`config.mk`:
```
export PLATFORM = sky130hd
export DESIGN_NAME = draw_list_sequencer
export DESIGN_NICKNAME = d
export VERILOG_FILES = /design/src/rtl/draw_list_sequencer.sv
export SDC_FILE = /design/constraint.sdc
export NUM_CORES = 1
export LEC_CHECK = 0
export BUFFER_PORTS_ARGS = -buffer_cell sky130_fd_sc_hd__buf_2
export CAP_MARGIN = 20
export CORE_AREA = 2 2 162 164
export DETAILED_ROUTE_END_ITERATION = 16
export DIE_AREA = 0 0 164 166
export PLACE_DENSITY = 0.58
export SYNTH_ARGS = -nofsm -noshare
export SYNTH_HDL_FRONTEND = slang
export SYNTH_SLANG_ARGS = --single-unit
export TNS_END_PERCENT = 10
```
`constraint.sdc`:
```
create_clock -name clock -period 20.2 [get_ports clock]
set_input_delay 2.02 -clock clock [delete_from_list [all_inputs] [get_ports clock]]
set_output_delay 2.02 -clock clock [all_outputs]
set_load 0.05 [all_outputs]
```
`src/rtl/draw_list_sequencer.sv`:
```
// Per-frame draw list sequencer: snapshots NUM_OBJ rectangles, issues a screen clear,
// then streams enabled rectangles in index order. Optional clipping: DRAW_SEQ_CLIP_EN.
module draw_list_sequencer #(
   parameter int N        = 11,
   parameter int NUM_OBJ  = 4,
   parameter int SCREEN_W = 640,
   parameter int SCREEN_H = 480
) (
   input  logic                 clock,
   input  logic                 reset,
   input  logic                 frame_start,
   input  logic [NUM_OBJ-1:0]   obj_en,
   input  logic [NUM_OBJ*N-1:0] obj_x0,
   input  logic [NUM_OBJ*N-1:0] obj_y0,
   input  logic [NUM_OBJ*N-1:0] obj_x1,
   input  logic [NUM_OBJ*N-1:0] obj_y1,
   input  logic                 ready,
   output logic [N-1:0]         x0,
   output logic [N-1:0]         y0,
   output logic [N-1:0]         x1,
   output logic [N-1:0]         y1,
   output logic                 wr,
   output logic                 clearScreen,
   output logic                 busy,
   output logic                 frame_done,
   output logic                 overrun
);

   localparam int IW = $clog2(NUM_OBJ + 1);
   localparam logic [IW-1:0] LAST = IW'(NUM_OBJ);

   if (NUM_OBJ < 1 || NUM_OBJ > 16 || SCREEN_W < 1 || SCREEN_H < 1) begin : g_bad_cfg
      $error("draw_list_sequencer: invalid parameter set");
   end

   typedef enum logic [2:0] {IDLE, CLEAR, SCAN, EMIT, DONE} state_t;

   state_t             state;
   logic [IW-1:0]      idx;
   logic [NUM_OBJ-1:0] sh_en;
   logic [N-1:0]       sh_x0 [NUM_OBJ];
   logic [N-1:0]       sh_y0 [NUM_OBJ];
   logic [N-1:0]       sh_x1 [NUM_OBJ];
   logic [N-1:0]       sh_y1 [NUM_OBJ];

   logic               cur_en;
   logic [N-1:0]       cur_x0, cur_y0, cur_x1, cur_y1;
   logic [N-1:0]       ld_x0, ld_y0, ld_x1, ld_y1;

   always_ff @(posedge clock) begin
      if (state == IDLE && frame_start) begin
         sh_en <= obj_en;
         for (int unsigned k = 0; k < NUM_OBJ; k++) begin
            sh_x0[k] <= obj_x0[k*N +: N];
            sh_y0[k] <= obj_y0[k*N +: N];
            sh_x1[k] <= obj_x1[k*N +: N];
            sh_y1[k] <= obj_y1[k*N +: N];
         end
      end
   end

   always_comb begin
      cur_en = 1'b0;
      cur_x0 = '0;
      cur_y0 = '0;
      cur_x1 = '0;
      cur_y1 = '0;
      for (int unsigned k = 0; k < NUM_OBJ; k++) begin
         if (idx == IW'(k)) begin
            cur_en = sh_en[k];
            cur_x0 = sh_x0[k];
            cur_y0 = sh_y0[k];
            cur_x1 = sh_x1[k];
            cur_y1 = sh_y1[k];
         end
      end
   end

`ifdef DRAW_SEQ_CLIP_EN
   localparam logic [N-1:0] XMAX = N'(SCREEN_W - 1);
   localparam logic [N-1:0] YMAX = N'(SCREEN_H - 1);

   function automatic logic [N-1:0] clamp(input logic [N-1:0] v, input logic [N-1:0] m);
      return (v > m) ? m : v;
   endfunction

   // Order each axis first, then clamp, so swapped corners still clip correctly.
   always_comb begin
      ld_x0 = clamp((cur_x0 > cur_x1) ? cur_x1 : cur_x0, XMAX);
      ld_x1 = clamp((cur_x0 > cur_x1) ? cur_x0 : cur_x1, XMAX);
      ld_y0 = clamp((cur_y0 > cur_y1) ? cur_y1 : cur_y0, YMAX);
      ld_y1 = clamp((cur_y0 > cur_y1) ? cur_y0 : cur_y1, YMAX);
   end
`else
   assign ld_x0 = cur_x0;
   assign ld_y0 = cur_y0;
   assign ld_x1 = cur_x1;
   assign ld_y1 = cur_y1;
`endif

   always_ff @(posedge clock) begin
      if (reset) begin
         state       <= IDLE;
         idx         <= '0;
         x0          <= '0;
         y0          <= '0;
         x1          <= '0;
         y1          <= '0;
         wr          <= 1'b0;
         clearScreen <= 1'b0;
         busy        <= 1'b0;
         frame_done  <= 1'b0;
         overrun     <= 1'b0;
      end else begin
         overrun <= frame_start && (state != IDLE);
         case (state)
            IDLE: begin
               if (frame_start) begin
                  state       <= CLEAR;
                  idx         <= '0;
                  clearScreen <= 1'b1;
                  busy        <= 1'b1;
               end
            end
            CLEAR: begin
               if (ready) begin
                  clearScreen <= 1'b0;
                  state       <= SCAN;
               end
            end
            SCAN: begin
               if (idx == LAST) begin
                  state      <= DONE;
                  frame_done <= 1'b1;
               end else if (cur_en) begin
                  x0    <= ld_x0;
                  y0    <= ld_y0;
                  x1    <= ld_x1;
                  y1    <= ld_y1;
                  wr    <= 1'b1;
                  state <= EMIT;
               end else begin
                  idx <= idx + IW'(1);
               end
            end
            EMIT: begin
               if (ready) begin
                  wr    <= 1'b0;
                  idx   <= idx + IW'(1);
                  state <= SCAN;
               end
            end
            DONE: begin
               frame_done <= 1'b0;
               busy       <= 1'b0;
               state      <= IDLE;
            end
            default: state <= IDLE;
         endcase
      end
   end

endmodule
```
==> impl_metrics.csv, run 1 <==
group,metric,value,unit
route,first_pass_iters,5,
setup_path,worstPathMaxFanout,49,
synth,yosysTopAreaCell,"edfxtp_1",
route,viasPerCell,5.36,
floorplan,core_area,0.0256,mm^2
global_routing,antenna_found_initial,2,
flow_run,drv_cap,0,
global_routing,track_usage,18.7,%
timing,worstMarginPinSlew,1.20,ns
synth,synth_enable_flop_cells,180,
layout,area_growth,23.1,%
setup_path,rr_startpoint,"idx[1]",
pwr,finalPower,1.24,mW
worst_hold_path,min_from,"x1[2]",
pwr,max-vdd-ir-drop,0.0866,mV
global_routing,grt_pass1_wl,39700,um
route,wl_per_cell,20.5,um
synth,async_reset_ff_share,0,%
clock_tree,cts_buffer_depth,3,
worst_hold_path,hold_path_depth,2,
setup_path,arrival,4.39,ns
pwr,p_leak,4.44,nW
synth,syn_area_per_cell,13.7,um^2
worst_hold_path,hold_class,"reg -> reg",
placement,hpwl,15600,um
layout,fin_util,48.1,%
synth,syn_nets,918,
timing,slew_headroom,19.8,%
layout,final_common_cell,"buf_2",
synth,ys_seq_area_share,64.9,%
timing,fmax,254,MHz
floorplan,die_h,166,um
synth,synth_area_leaders,"edfxtp_1 (54%), dfxtp_1 (11%), o221ai_2 (5.8%), a21oi_1 (4.6%), nand3b_1 (3.4%)",
clock_tree,cts_hold_buffers,0,
layout,final_cell_mix,"buf_2 (232), edfxtp_1 (180), a21oi_1 (92), dfxtp_1 (55)",
setup_path,cp-end-kind,"flip-flop",
timing,finalCritPeriodShare,19.5,%
route,vias,6880,
setup_path,worst_r2r_endpoint,"x1[1]",
clock_tree,root_buffer,"clkbuf_16",
setup_path,worst_r2r_path_depth,8,
clock_tree,cts.repair.resized,0,
worst_hold_path,hold_end,"x1[2]",
route,drc,0,
timing,skew,0.00791,ns
timing,finalCriticalPeriod,3.93,ns
synth,ys.warnings.count,0,
clock_tree,clkTransAtPathRegs,0.06,ns
setup_path,slowest_delay,0.83,ns
floorplan,die_width,164,um
synth,syn_area,0.0100,mm^2
synth,synth_top_cell_area_share,53.9,%
setup_path,worstPathRequired,20.66,ns
synth,synthCells,729,
global_routing,grt_pass1_vias,6793,
floorplan,ioPinCount,233,
pwr,power_density,100,mW/mm^2
layout,final_cells,1284,
placement,gp_congestion,0.754,
route,drtIter0Drc,483,
setup_path,cp_common_cell,"buf_4",
global_routing,grt_overflow,0,
floorplan,initial_core_util,39.1,%
route,ant_nets,0,
synth,synth_cell_type_count,46,
setup_path,crit_chain,"inv_1, ha_2, buf_4, a21oi_2, a211oi_4, buf_4, o221ai_1, a21oi_1",
route,totalWireLength,26300,um
clock_tree,htreeDepth,1,
floorplan,die_area,0.0272,mm^2
clock_tree,post_cts_buffers,0,
timing,maxSlewViolCount,0,
timing,final-setup-viol-count,0,
placement,io_buffers,232,
timing,rsz0062_at_grt,"no",
layout,num-nets-final,1115,
global_routing,grt_max_degree,183,
clock_tree,cts_buffers,28,
setup_path,critical_path_class,"reg -> reg",
clock_tree,clock_latency,0.53,ns
floorplan,std_cell_rows,59,
placement,placedCellCount,1231,
run_status,status,"finished clean",
setup_path,rrSetupSlack,16.27,ns
setup_path,critPathLaunchType,"flip-flop",
clock_tree,cts_sinks,235,
layout,drive_gt1_share,35.8,%
clock_tree,cts_tree,"yes",
timing,finalSetupTns,0,ns
synth,yosys_register_bits,235,
timing,hold_violations,0,
synth,synthFlopType,"edfxtp_1",
setup_path,critPathSlowestCell,"a211oi_4",
## synth_stat cells (all sizes together) (2+ instances only)
cell type / instances
o21ai: 3
nor2: 6
ha: 5
o311ai: 3
buf: 32
nand3b: 46
o31ai: 45
nand2b: 2
nor2b: 44
a211oi: 47
clkbuf: 40
o221ai: 44
and2: 47
or3: 2
nor3: 3
dfxtp: 55
and3b: 2
a21oi: 93
a2bb2oi: 2
o41ai: 2
nand2: 5
edfxtp: 180
inv: 8
## metal layers
| layer | vias up | track usage [%] | routed length [um] |
|---|---|---|---|
| li1 | 3251 | - | - |
| met1 | 3343 | 26.5 | 12000 |
| met2 | 237 | 28.8 | 11800 |
| met3 | 49 | 4.57 | 1770 |
| met4 | 0 | 5.30 | 690 |
| met5 | - | 0 | 0 |
## worst max-delay path by stage
stage                           start      to  slack [ns]  cells past startpoint
after detailed placement  frame_start  idx[2]       16.03                      6
after floorplan           frame_start  idx[2]       11.29                      4
after CTS                      idx[1]   x1[1]       16.26                      8
final                          idx[1]   x1[1]       16.27                      8
after global routing           idx[0]   x1[1]       15.93                      7
after global placement    frame_start  idx[1]       16.07                      6
## where the power goes
group / internal, mW / switching [mW] / leakage, nW
clock: 0.339 / 0.195 / 0.487
combinational: 0.0373 / 0.0823 / 1.79
sequential: 0.569 / 0.0127 / 2.16
total: 0.945 / 0.290 / 4.44
## cells by family (layout without fill, tap and decap cells)
kind of cell / count (synthesis) / after routing / synth area share (%)
adder cells (fa/ha/maj): 5 / 5 / 0.624
AO/OA/AOI/OAI: 245 / 245 / 19.5
other: 0 / 2 / 0
AND/OR/NAND/NOR: 164 / 164 / 11.0
flip-flops: 235 / 235 / 64.9
buffers and inverters: 80 / 298 / 3.96
## cell type report
class	count	area, um^2
antenna	2	5.00
clock buffer	31	743
clock inverter	20	245
fill	2317	13300
inverter	8	30.0
multi-input combinational	414	3150
sequential	235	6510
tap	335	419
timing repair buffer	239	1230
## stage by stage
step	hold WS, ns	instance area [um^2]	setup WS, ns
finish	0.462	12300	16.27
detailed placement	0.458	11300	16.03
floorplan	0.498	10000	11.29
global placement	0.451	11300	16.07
CTS	0.466	12300	16.26
global route	0.482	12300	15.93
## registers in the layout, summed over array words and instances, names as in the netlist, 11 cells and up
name   cells
y1        11
sh_y1     44
y0        11
x0        11
sh_x0     44
x1        11
sh_x1     44
sh_y0     44
## worst max-delay path: cells and delay by family, from the launching register on
kind | cells | cell delay [ns]
AOI/OAI and AO/OA | 4 | 1.39
DFF | 1 | 0.36
adders and majority gates | 1 | 0.75
buffers and inverters | 3 | 1.29
No activity file was read; power rests on OpenSTA's default activity.
==> run 2: changes to the inputs <==
PLACE_DENSITY = 0.61   (was 0.58)
clock period = 3.2 ns   (was 20.2 ns; I/O delays follow)
==> run 2 against run 1 <==
Clock skew increased by 0.010 ns. Global-route usage increased by 1.5 points. Sequential share of layout area decreased by 6.7 points. Critical path type unchanged. Critical endpoint is now wr. Largest power group unchanged.
==> impl_metrics.csv, run 2 (synthesis gave the netlist of run 1 again) <==
group,metric,value,unit
global_routing,grt_pass1_vias,7772,
floorplan,die_h,166,um
placement,pre_cts_ws,0.498,ns
clock_tree,cts_buffers,27,
placement,placedCellCount,1243,
route,first_pass_iters,5,
timing,rsz0062_at_grt,"no",
layout,fin_util,55.1,%
setup_path,critical_path_class,"reg -> reg",
setup_path,cp-end-kind,"flip-flop",
floorplan,std_cell_rows,59,
floorplan,die_area,0.0272,mm^2
clock_tree,cts_sinks,235,
setup_path,arrival,3.18,ns
route,viasPerCell,5.20,
setup_path,slowest_delay,0.59,ns
global_routing,antenna_found_initial,3,
layout,num-nets-final,1306,
route,vias,7672,
clock_tree,cts_tree,"yes",
timing,finalSetupTns,0,ns
setup_path,worstPathMaxFanout,45,
pwr,p_leak,5.19,nW
layout,drive_gt1_share,30.3,%
timing,setup_slack,0.476,ns
timing,skew,0.0181,ns
timing,maxSlewViolCount,0,
route,totalWireLength,28300,um
setup_path,critPathLaunchType,"flip-flop",
placement,hpwl,16400,um
route,drtIter0Drc,583,
floorplan,ioPinCount,233,
setup_path,critPathSlowestCell,"and3b_2",
clock_tree,root_buffer,"clkbuf_16",
pwr,max-vdd-ir-drop,0.390,mV
timing,final-setup-viol-count,0,
timing,slew_headroom,33.3,%
timing,fmax,367,MHz
layout,final_common_cell,"buf_2",
placement,gp_congestion,0.762,
worst_hold_path,hold_class,"in -> reg",
flow_run,drv_cap,0,
setup_path,crit_chain,"ha_1, ha_2, buf_4, and2_4, and3b_2, o32a_1, a21oi_1",
clock_tree,clkTransAtPathRegs,0.06,ns
pwr,power_density,540,mW/mm^2
floorplan,initial_core_util,39.1,%
timing,finalCritPeriodShare,85.1,%
layout,final_cell_mix,"buf_2 (232), dlygate4sd3_1 (180), edfxtp_1 (180), a21oi_1 (92), dfxtp_1 (55)",
route,wl_per_cell,19.2,um
route,drc,0,
layout,area_growth,40.9,%
route,ant_nets,0,
floorplan,core_area,0.0256,mm^2
global_routing,track_usage,20.2,%
clock_tree,cts.repair.resized,0,
timing,finalCriticalPeriod,2.72,ns
timing,worstMarginPinSlew,1.00,ns
global_routing,grt_pass1_wl,43000,um
setup_path,worstPathRequired,3.65,ns
clock_tree,clock_latency,0.53,ns
pwr,finalPower,7.62,mW
global_routing,grt_max_degree,99,
layout,final_cells,1475,
run_status,status,"finished clean",
clock_tree,htreeDepth,1,
timing,hold_violations,0,
floorplan,die_width,164,um
placement,io_buffers,232,
global_routing,grt_overflow,0,
clock_tree,cts_buffer_depth,3,
run 2: cell types whose count changed in the layout (fill, tap and decap cells not counted), moves of 2 or more:
cell | before | now
clkbuf_1 | 1 | 6
bufinv_16 | 6 | 3
clkinv_2 | 7 | 5
clkbuf_16 | 29 | 27
buf_4 | 6 | 17
dlygate4sd3_1 | 0 | 180
run 2: worst max-delay path, delay by kind of cell, from the launching register on:
kind,cells,cell delay [ns]
flops,1,0.44
simple gates,2,0.95
fa+ha+maj,2,0.39
buf+inv,1,0.26
compound gates,2,0.59
run 2: final timing paths:
kind | start | end | slack [ns] | depth (start not counted)
worst max-delay path | idx[0] | wr | 0.48 | 7
worst min-delay path | frame_start | overrun | 0.09 | 2
worst max register to register | idx[0] | wr | 0.48 | 7
worst min register to register | y1[10] | y1[10] | 0.47 | 2
run 2: area by class of cell:
class	count	area, um^2
antenna	3	7.51
clock buffer	33	698
clock inverter	16	158
fill	2126	11500
inverter	8	30.0
multi-input combinational	414	3160
sequential	235	6510
tap	335	419
timing repair buffer	431	3130
run 2: what timing repair did:
action	in CTS	in global routing
buffers inserted	0	0
hold endpoints to repair	180	0
hold buffers	180	0
endpoints found under the setup margin	0	0
run 2: per-stage QoR:
| stage | instance area [um^2] | hold WS, ns |
|---|---|---|
| 4_1_cts | 14100 | 0.0651 |
| 3_5_place_dp | 11400 | 0.455 |
| 2_1_floorplan | 10000 | 0.419 |
| 6_report | 14100 | 0.0934 |
| 3_3_place_gp | 11400 | 0.448 |
| 5_1_grt | 14100 | 0.0708 |
run 2: report_power, final:
| group | internal [mW] | switching, mW | total (mW) |
|---|---|---|---|
| clock network | 1.79 | 1.22 | 3.01 |
| logic | 0.394 | 0.549 | 0.943 |
| registers | 3.59 | 0.0833 | 3.67 |
run 2: per-layer routing:
| layer | track usage, % | wire [um] | vias up |
|---|---|---|---|
| li1 | - | - | 3618 |
| met1 | 27.0 | 12300 | 3742 |
| met2 | 33.7 | 13600 | 257 |
| met3 | 3.35 | 1620 | 55 |
| met4 | 6.41 | 843 | 0 |
| met5 | 0 | 0 | - |
==> run 3: changes to the inputs <==
MAX_ROUTING_LAYER = met4   (was unset)
==> run 3 against run 2 <==
Final cell count unchanged. Critical path type unchanged. Utilization stayed put. Count of clock-buffer cells in the layout stayed put. First-iteration DRC count grew 8.6%. Final area did not move. Highest routed layer unchanged. Sequential power is essentially flat. Non-clock buffer count did not move. Largest cell class unchanged.
==> impl_metrics.csv, run 3 (synthesis gave the netlist of run 1 again) <==
group,metric,value,unit
pwr,pwr-share-comb,12.4,%
setup_path,cp-end-kind,"flip-flop",
timing,finalCriticalPeriod,2.71,ns
layout,finalInstanceArea,0.0141,mm^2
setup_path,worstPathMaxFanout,45,
route,vias,7696,
worst_hold_path,hold_class,"in -> reg",
timing,setup_slack,0.491,ns
pwr,switching_power,1.85,mW
pwr,clkPwrFrac,39.4,%
global_routing,grt_pass1_wl,43100,um
layout,area_growth,40.9,%
setup_path,worstPathRequired,3.66,ns
layout,drive_gt1_share,30.3,%
setup_path,arrival,3.16,ns
floorplan,core_area,0.0256,mm^2
placement,gp_congestion,0.772,
timing,rsz0062_at_grt,"no",
setup_path,critical_path_class,"reg -> reg",
timing,finalSetupTns,0,ns
route,ant_nets,0,
global_routing,grt_overflow,0,
layout,fillers,2126,
route,drtIter0Drc,633,
placement,hpwl,16400,um
clock_tree,cts_buffers,27,
global_routing,grt_max_degree,99,
layout,ff_latch_area,0.00651,mm^2
clock_tree,cts_buffer_depth,3,
floorplan,die_area,0.0272,mm^2
placement,io_buffers,232,
timing,hold_violations,0,
layout,final_common_cell,"buf_2",
clock_tree,cts_tree,"yes",
layout,final_cell_mix,"buf_2 (232), dlygate4sd3_1 (180), edfxtp_1 (180), a21oi_1 (92), dfxtp_1 (55)",
route,drc,0,
layout,multi_input_area,0.00316,mm^2
clock_tree,root_buffer,"clkbuf_16",
pwr,intPower,5.77,mW
timing,slew_headroom,34.0,%
pwr,p_sw_share,24.3,%
global_routing,track_usage,20.9,%
placement,post_dp_cell_area,0.0114,mm^2
pwr,p_leak,5.19,nW
floorplan,die_h,166,um
timing,finalCritPeriodShare,84.7,%
floorplan,ioPinCount,233,
clock_tree,htreeDepth,1,
pwr,power_density,540,mW/mm^2
setup_path,rrSetupSlack,0.49,ns
floorplan,initial_core_util,39.1,%
timing,maxSlewViolCount,0,
setup_path,critPathLaunchType,"flip-flop",
clock_tree,cts_sinks,235,
route,totalWireLength,28300,um
floorplan,std_cell_rows,59,
run_status,status,"finished clean",
global_routing,antenna_found_initial,3,
route,first_pass_iters,5,
global_routing,grt_pass1_vias,7747,
floorplan,die_width,164,um
timing,worstMarginPinSlew,0.990,ns
timing,fmax,369,MHz
flow_run,drv_cap,0,
timing,skew,0.0160,ns
pwr,max-vdd-ir-drop,0.391,mV
layout,num-nets-final,1306,
route,wl_per_cell,19.2,um
clock_tree,clock_latency,0.54,ns
clock_tree,cts.repair.resized,0,
clock_tree,clkTransAtPathRegs,0.06,ns
timing,final-setup-viol-count,0,
pwr,seqPwrFrac,48.2,%
placement,pre_cts_ws,0.498,ns
route,viasPerCell,5.22,
run 3: cell counts in the layout (fill, tap and decap cells not counted):
No cell type changed its count.
run 3: power by group through the flow:
stage | Sequential, mW | Clock (mW) | Combinational (mW)
detailed placement | 3.73 | 0 | 0.774
floorplan | 3.82 | 0 | 0.432
global placement | 3.73 | 0 | 0.769
global route | 3.69 | 3.17 | 1.02
finish | 3.67 | 3.00 | 0.943
CTS | 3.67 | 3.06 | 0.947
run 3: per-layer routing:
layer | GRT usage (%) | vias to the layer above | part of all wire [%] | routed length (um)
met5 | - | - | 0 | 0
met4 | 6.41 | 0 | 2.9 | 831
met3 | 3.17 | 57 | 5.6 | 1570
met2 | 33.7 | 263 | 48 | 13700
met1 | 27.2 | 3758 | 43 | 12300
li1 | - | 3618 | - | -
run 3: repair_timing:
item,CTS,global route
hold endpoints to repair,180,0
buffers inserted,0,0
hold buffers,180,0
run 3: final timing paths:
path,to,depth (start not counted),start
max,wr,7,idx[0]
min,overrun,2,frame_start
max reg2reg,wr,7,idx[0]
min reg2reg,y0[1],2,y0[1]
run 3: critical path: stages (launching register included):
cell and delay (ns):
dfxtp_1 0.44, ha_1 0.19, ha_2 0.20, buf_4 0.25, and2_4 0.36, and3b_2 0.58, o32a_1 0.47, a21oi_1 0.11
run 3: metrics by stage:
stage	instances	total power, mW	utilization, %	hold WS [ns]
6_report	1475	7.62	55.1	0.0881
5_1_grt	1475	7.89	55.1	0.0708
4_1_cts	1472	7.68	55.1	0.0651
3_5_place_dp	1243	4.51	44.7	0.455
3_3_place_gp	1243	4.50	44.7	0.448
2_1_floorplan	729	4.26	-	0.419
run 3: layout make-up:
class | count | share of cell area [%]
inverters | 8 | 0.213
repair buffers | 431 | 22.2
flip-flops and latches | 235 | 46.1
well taps | 335 | 2.97
clock buffers | 33 | 4.95
clock inverters | 16 | 1.12
multi-input cells | 414 | 22.4
diodes | 3 | 0.0532
